[config.mk]
export PLATFORM = sky130hd
export DESIGN_NAME = text_painter_pipe
export DESIGN_NICKNAME = d
export VERILOG_FILES = /design/src/rtl/text_painter_pipe_pkg.sv /design/src/rtl/text_painter_pipe_blink.sv /design/src/rtl/text_painter_pipe.sv
export SDC_FILE = /design/constraint.sdc
export NUM_CORES = 1
export LEC_CHECK = 0
export ABC_CLOCK_PERIOD_IN_PS = 2500
export BUFFER_PORTS_ARGS = -buffer_cell sky130_fd_sc_hd__buf_2
export CORE_MARGIN = 1.5
export CORE_UTILIZATION = 28
export DETAILED_ROUTE_END_ITERATION = 8
export PLACE_DENSITY_LB_ADDON = 0.3
export SLEW_MARGIN = 20
export SYNTH_ARGS = -nofsm -noshare
export SYNTH_HDL_FRONTEND = slang
export SYNTH_SLANG_ARGS = --single-unit
[constraint.sdc]
create_clock -name clk -period 2.5 [get_ports clk]
set_input_delay 0.375 -clock clk [delete_from_list [all_inputs] [get_ports clk]]
set_output_delay 0.375 -clock clk [all_outputs]
set_load 0.005 [all_outputs]
[src/rtl/text_painter_pipe_pkg.sv]
// Shared constants, text-cell layout and width helpers for the text-mode painter.
package text_painter_pipe_pkg;

    localparam int TXT_COLS = 80;
    localparam int TXT_ROWS = 30;
    localparam int FONT_W   = 8;
    localparam int FONT_H   = 16;
    localparam int CODE_W   = 7;
    localparam int COLOR_W  = 24;

    localparam int CELL_ADDR_W  = $clog2(TXT_COLS * TXT_ROWS);
    localparam int GLYPH_ADDR_W = CODE_W + $clog2(FONT_H);

    typedef struct packed {
        logic [COLOR_W-1:0] fg;
        logic               inverse;
        logic [CODE_W-1:0]  code;
    } text_cell_t;

    // Counter width that never collapses to zero bits.
    function automatic int clog2_min1(input int value);
        return (value > 1) ? $clog2(value) : 1;
    endfunction

endpackage

[src/rtl/text_painter_pipe_blink.sv]
// Cursor blink timer: toggles blink_phase every BLINK_FRAMES frame_start pulses.
module blink_timer
    import text_painter_pipe_pkg::*;
#(
    parameter int BLINK_FRAMES = 30
) (
    input  logic clk,
    input  logic rst_n,
    input  logic frame_start,
    output logic blink_phase
);

    localparam int CNT_W = clog2_min1(BLINK_FRAMES);

    logic [CNT_W-1:0] cnt_q, cnt_d;
    logic             phase_q, phase_d;

    always_comb begin
        cnt_d   = cnt_q;
        phase_d = phase_q;
        if (frame_start) begin
            if (cnt_q == CNT_W'(BLINK_FRAMES - 1)) begin
                cnt_d   = '0;
                phase_d = ~phase_q;
            end else begin
                cnt_d = cnt_q + CNT_W'(1);
            end
        end
    end

    always_ff @(posedge clk or negedge rst_n) begin
        if (!rst_n) begin
            cnt_q   <= '0;
            phase_q <= 1'b0;
        end else begin
            cnt_q   <= cnt_d;
            phase_q <= phase_d;
        end
    end

    assign blink_phase = phase_q;

endmodule

[src/rtl/text_painter_pipe.sv]
// Three-stage text-mode pixel renderer: cell fetch, glyph fetch, colour select.
module text_painter_pipe
    import text_painter_pipe_pkg::*;
#(
    parameter int COLS         = TXT_COLS,
    parameter int ROWS         = TXT_ROWS,
    parameter int FONT_W       = 8,
    parameter int FONT_H       = 16,
    parameter int CODE_W       = 7,
    parameter int COLOR_W      = 24,
    parameter int BLINK_FRAMES = 30,
    parameter int COORD_W      = 10
) (
    input  logic                                    clk,
    input  logic                                    rst_n,
    input  logic                                    in_valid,
    input  logic [COORD_W-1:0]                      h_coord,
    input  logic [COORD_W-1:0]                      v_coord,
    input  logic                                    frame_start,
    input  logic [COLOR_W-1:0]                      bg_color,
    input  logic                                    cursor_en,
    input  logic [$clog2(COLS)-1:0]                 cursor_col,
    input  logic [$clog2(ROWS)-1:0]                 cursor_row,
    output logic [$clog2(COLS*ROWS)-1:0]            cell_addr,
    input  logic [COLOR_W+1+CODE_W-1:0]             cell_data,
    output logic [CODE_W+$clog2(FONT_H)-1:0]        glyph_addr,
    input  logic [FONT_W-1:0]                       glyph_data,
    output logic                                    out_valid,
    output logic                                    pixel_on,
    output logic [COLOR_W-1:0]                      rgb
);

    localparam int XB_W   = $clog2(FONT_W);
    localparam int YL_W   = $clog2(FONT_H);
    localparam int COL_W  = COORD_W - XB_W;
    localparam int ROW_W  = COORD_W - YL_W;
    localparam int CA_W   = $clog2(COLS * ROWS);
    localparam int GA_W   = CODE_W + YL_W;
    localparam int CELL_W = COLOR_W + 1 + CODE_W;

    logic blink_phase;

    blink_timer #(
        .BLINK_FRAMES (BLINK_FRAMES)
    ) u_blink (
        .clk         (clk),
        .rst_n       (rst_n),
        .frame_start (frame_start),
        .blink_phase (blink_phase)
    );

    // S0 decode
    logic [COL_W-1:0] col;
    logic [ROW_W-1:0] row;
    logic             in_area;

    logic             s1_valid_q, s1_valid_d;
    logic             s1_area_q, s1_area_d;
    logic [XB_W-1:0]  s1_xbit_q, s1_xbit_d;
    logic [YL_W-1:0]  s1_yline_q, s1_yline_d;
    logic             s1_cursor_q, s1_cursor_d;
    logic [CA_W-1:0]  cell_addr_q, cell_addr_d;

    logic               s2_valid_q, s2_valid_d;
    logic               s2_area_q, s2_area_d;
    logic [XB_W-1:0]    s2_xbit_q, s2_xbit_d;
    logic [YL_W-1:0]    s2_yline_q, s2_yline_d;
    logic               s2_cursor_q, s2_cursor_d;
    logic [COLOR_W-1:0] s2_fg_q, s2_fg_d;
    logic               s2_inverse_q, s2_inverse_d;
    logic [GA_W-1:0]    glyph_addr_q, glyph_addr_d;

    logic [XB_W-1:0]    bit_idx;
    logic               glyph_bit;
    logic               on;

    logic               out_valid_q, out_valid_d;
    logic               pixel_on_q, pixel_on_d;
    logic [COLOR_W-1:0] rgb_q, rgb_d;

    always_comb begin
        col         = h_coord[COORD_W-1:XB_W];
        row         = v_coord[COORD_W-1:YL_W];
        in_area     = in_valid && (int'(col) < COLS) && (int'(row) < ROWS);
        s1_valid_d  = in_valid;
        s1_area_d   = in_area;
        s1_xbit_d   = h_coord[XB_W-1:0];
        s1_yline_d  = v_coord[YL_W-1:0];
        // Out-of-range cursor coordinates only ever equal out-of-area cells, which S2 blanks.
        s1_cursor_d = cursor_en && (int'(col) == int'(cursor_col))
                                && (int'(row) == int'(cursor_row));
        cell_addr_d = '0;
        if (in_area) begin
            cell_addr_d = CA_W'(row) * CA_W'(COLS) + CA_W'(col);
        end
    end

    always_comb begin
        s2_valid_d   = s1_valid_q;
        s2_area_d    = s1_area_q;
        s2_xbit_d    = s1_xbit_q;
        s2_yline_d   = s1_yline_q;
        s2_cursor_d  = s1_cursor_q;
        s2_fg_d      = cell_data[CELL_W-1 -: COLOR_W];
        s2_inverse_d = cell_data[CODE_W];
        glyph_addr_d = {cell_data[CODE_W-1:0], s1_yline_q};
    end

    always_comb begin
        bit_idx   = XB_W'(FONT_W - 1) - s2_xbit_q;
        glyph_bit = glyph_data[bit_idx];
        on        = glyph_bit ^ s2_inverse_q;
        if (s2_cursor_q && blink_phase && (s2_yline_q >= YL_W'(FONT_H - 2))) begin
            on = ~on;
        end
        if (!s2_area_q) begin
            on = 1'b0;
        end
        out_valid_d = s2_valid_q;
        pixel_on_d  = on && s2_valid_q;
        rgb_d       = '0;
        if (s2_valid_q) begin
            rgb_d = on ? s2_fg_q : bg_color;
        end
    end

    always_ff @(posedge clk or negedge rst_n) begin
        if (!rst_n) begin
            s1_valid_q   <= 1'b0;
            s1_area_q    <= 1'b0;
            s1_xbit_q    <= '0;
            s1_yline_q   <= '0;
            s1_cursor_q  <= 1'b0;
            cell_addr_q  <= '0;
            s2_valid_q   <= 1'b0;
            s2_area_q    <= 1'b0;
            s2_xbit_q    <= '0;
            s2_yline_q   <= '0;
            s2_cursor_q  <= 1'b0;
            s2_fg_q      <= '0;
            s2_inverse_q <= 1'b0;
            glyph_addr_q <= '0;
            out_valid_q  <= 1'b0;
            pixel_on_q   <= 1'b0;
            rgb_q        <= '0;
        end else begin
            s1_valid_q   <= s1_valid_d;
            s1_area_q    <= s1_area_d;
            s1_xbit_q    <= s1_xbit_d;
            s1_yline_q   <= s1_yline_d;
            s1_cursor_q  <= s1_cursor_d;
            cell_addr_q  <= cell_addr_d;
            s2_valid_q   <= s2_valid_d;
            s2_area_q    <= s2_area_d;
            s2_xbit_q    <= s2_xbit_d;
            s2_yline_q   <= s2_yline_d;
            s2_cursor_q  <= s2_cursor_d;
            s2_fg_q      <= s2_fg_d;
            s2_inverse_q <= s2_inverse_d;
            glyph_addr_q <= glyph_addr_d;
            out_valid_q  <= out_valid_d;
            pixel_on_q   <= pixel_on_d;
            rgb_q        <= rgb_d;
        end
    end

    assign cell_addr  = cell_addr_q;
    assign glyph_addr = glyph_addr_q;
    assign out_valid  = out_valid_q;
    assign pixel_on   = pixel_on_q;
    assign rgb        = rgb_q;

endmodule

==> flow_summary.json <==
{
  "ys_ff_latch": 96,
  "clk_latency_ns": 0.34,
  "dp_hpwl_um": 6779,
  "grt_max_degree": 39,
  "max_slew.worst_pin.slew_ns": 0.8210,
  "drv_slew": 0,
  "min_period_ns": 2.300,
  "worstPathArrival_ns": 2.56,
  "cts.sinks": 96,
  "drtIter0Drc": 165,
  "cts_buffers": 9,
  "drc": 0,
  "netlist_area_um2": 3855,
  "status": "completed",
  "cts_tree": "yes",
  "rsz0062_at_grt": "no",
  "maxCapViolCount": 0,
  "worstSetupPathType": "in -> reg",
  "layout_common_cells": "buf_2, dfrtp_1, a21oi_1",
  "synth_cells": 298,
  "synthFlopType": "dfrtp_1",
  "worst_slack_ns": 0.2003,
  "yosysUniqueCellTypes": 39,
  "vias_per_cell": 4.605,
  "track_usage_pct": 13.65,
  "fillers": 1330,
  "cp-start-kind": "input port",
  "post_drt_wl_per_cell_um": 14.54,
  "fmax_mhz": 434.8,
  "critPathCaptureType": "flop",
  "dieWidth_um": 120.3,
  "overflow": 0,
  "nNetsFinal": 572,
  "fp.dieArea_um2": 14480,
  "dp_slack_ns": -0.1381,
  "gp_congestion": 0.7904,
  "die_height_um": 120.3,
  "finalCritPeriodShare_pct": 91.99,
  "layout-drive-gt1-share_pct": 39.48,
  "grt_pass1_vias": 3200,
  "synth_edf_count": 0,
  "io_pins": 150,
  "cp_common_cell": "ha_1",
  "max_stage_delay_ns": 0.53,
  "clock-root-buffer": "clkbuf_16",
  "cts_max_path_buffers": 2,
  "finalHoldViolCount": 0,
  "port_buffers": 149,
  "clkSlewWorstSetupHoldPaths_ns": 0.07,
  "grt_pass1_wl_um": 15390,
  "wl_um": 9275,
  "antenna_left": 0,
  "yosysWarnings": 0,
  "core_um2": 13350,
  "cts_max_level": 3,
  "postCtsSetupRepairBufs": 0,
  "hold_path_class": "in -> reg",
  "route.vias.total": 2938,
  "p_total_uw": 3743,
  "pwr_density_cell_nw_per_um2": 717.3,
  "final_common_cell": "buf_2",
  "antenna_found_initial": 1,
  "ir_worst_vdd_mv": 0.3147,
  "synth_nets": 414,
  "rows": 42,
  "area_growth_pct": 35.35,
  "cp_slowest_cell": "or4bb_1",
  "clock_skew_ns": 0.008864,
  "async_reset_ff_share_pct": 100.0,
  "cp_max_fo": 2,
  "worstPathCellList": "buf_2 > ha_1 > ha_1 > inv_1 > fa_1 > xnor2_1 > or4bb_1 > a211o_1 > a21oi_1",
  "tns_ns": 0,
  "yosysSeqAreaShare_pct": 62.32,
  "final_util_pct": 39.09,
  "setup_violations": 0,
  "cts-resized-gates": 0,
  "cp_data_required_time_ns": 2.76,
  "first_pass_iters": 5,
  "initial_core_util_pct": 28.88,
  "power.leakage_uw": 0.002515,
  "avgSynthCellArea_um2": 12.94,
  "slew_headroom_pct": 45.20
}
[synth_stat cells (all sizes together), types with 3 or more instances]
| library cell | n | area (um^2) |
|---|---|---|
| a21oi | 29 | 148.9 |
| nor3 | 5 | 36.29 |
| xor2 | 6 | 52.55 |
| xnor2 | 13 | 113.9 |
| o211ai | 25 | 187.7 |
| nand3 | 3 | 15.01 |
| nor2 | 5 | 18.77 |
| nor2b | 4 | 25.02 |
| clkbuf | 8 | 30.03 |
| nand2 | 6 | 22.52 |
| inv | 10 | 37.54 |
| ha | 13 | 162.7 |
| o31ai | 24 | 180.2 |
| dfrtp | 96 | 2402 |
| buf | 8 | 52.55 |
| and2 | 6 | 37.54 |
| o21ai | 8 | 40.04 |
[where the power goes]
part / total (uW) / switching [uW] / internal [uW]
combinational: 521 / 275 / 246
sequential: 1720 / 59.5 / 1670
clock: 1500 / 564 / 933
[layer usage]
| metal | vias to the layer above | share of wire [%] | global-route usage [%] |
|---|---|---|---|
| li1 | 1391 | - | - |
| met1 | 1402 | 42 | 16.02 |
| met2 | 132 | 47 | 22.82 |
| met3 | 13 | 8.9 | 5.519 |
| met4 | 0 | 1.4 | 4.412 |
| met5 | - | 0 | 0 |
[cells by family after synthesis]
logic type               Yosys count  synth area share, %
multiplexers                       5                2.272
flip-flops                        96                62.32
buffers and inverters             26                3.116
adder cells (fa/ha/maj)           15                5.258
AND/OR/NAND/NOR                   43                6.621
AO/OA/AOI/OAI                     94                16.10
XOR/XNOR                          19                4.317
[through the flow]
| step | hold WS [ns] | instance area (um^2) | instances |
|---|---|---|---|
| CTS | 0.1125 | 5215 | 637 |
| global route | 0.1070 | 5215 | 637 |
| finish | 0.1309 | 5218 | 638 |
| floorplan | 0.07941 | 3855 | 298 |
| global placement | 0.3318 | 4872 | 620 |
| detailed placement | 0.3386 | 4872 | 620 |
[worst max-delay path, delay by kind of cell]
family,cells,cell delay [ns]
fa+ha+maj,3,0.85
simple gates,1,0.53
compound gates,2,0.43
xor+xnor,1,0.22
buf+inv,2,0.17
[registers in the layout (all words and copies together), names as in the netlist, 3 cells and up]
signal	count
rgb	24
s2_fg_q	24
cell_addr	12
glyph_addr	11
u_blink.cnt_q	5
s1_yline_q	4
s1_xbit_q	3
s2_xbit_q	3
[worst paths after layout]
| check | from | endpoint | slack, ns | cells after the start |
|---|---|---|---|---|
| setup reg to reg | s2_xbit_q[0]$_DFF_PN0_ | rgb[1]$_DFF_PN0_ | 0.39 | 6 |
| max in group asynchronous | rst_n | s2_cursor_q$_DFF_PN0_ | 1.28 | 3 |
| hold reg to reg | s1_xbit_q[1]$_DFF_PN0_ | s2_xbit_q[1]$_DFF_PN0_ | 0.35 | 0 |
| hold / removal | v_coord[0] | s1_yline_q[0]$_DFF_PN0_ | 0.13 | 1 |
| setup / recovery | v_coord[5] | cell_addr[11]$_DFF_PN0_ | 0.20 | 9 |
| min in group asynchronous | rst_n | s2_fg_q[17]$_DFF_PN0_ | 0.53 | 2 |
[final cells by class]
class	instances	area (um^2)	area share (%)
flip-flops and latches	96	2402	46.04
multi-input cells	176	1341	25.71
repair buffers	163	880.8	16.88
clock buffers	12	256.5	4.916
well taps	176	220.2	4.221
clock inverters	4	76.32	1.463
inverters	10	37.54	0.7194
diodes	1	2.502	0.04796
[repair_timing]
item                       CTS  global route
hold buffers                 1             0
setup endpoints to repair    0             0
hold endpoints to repair    33             0
No activity file was read; power rests on OpenSTA's default activity.
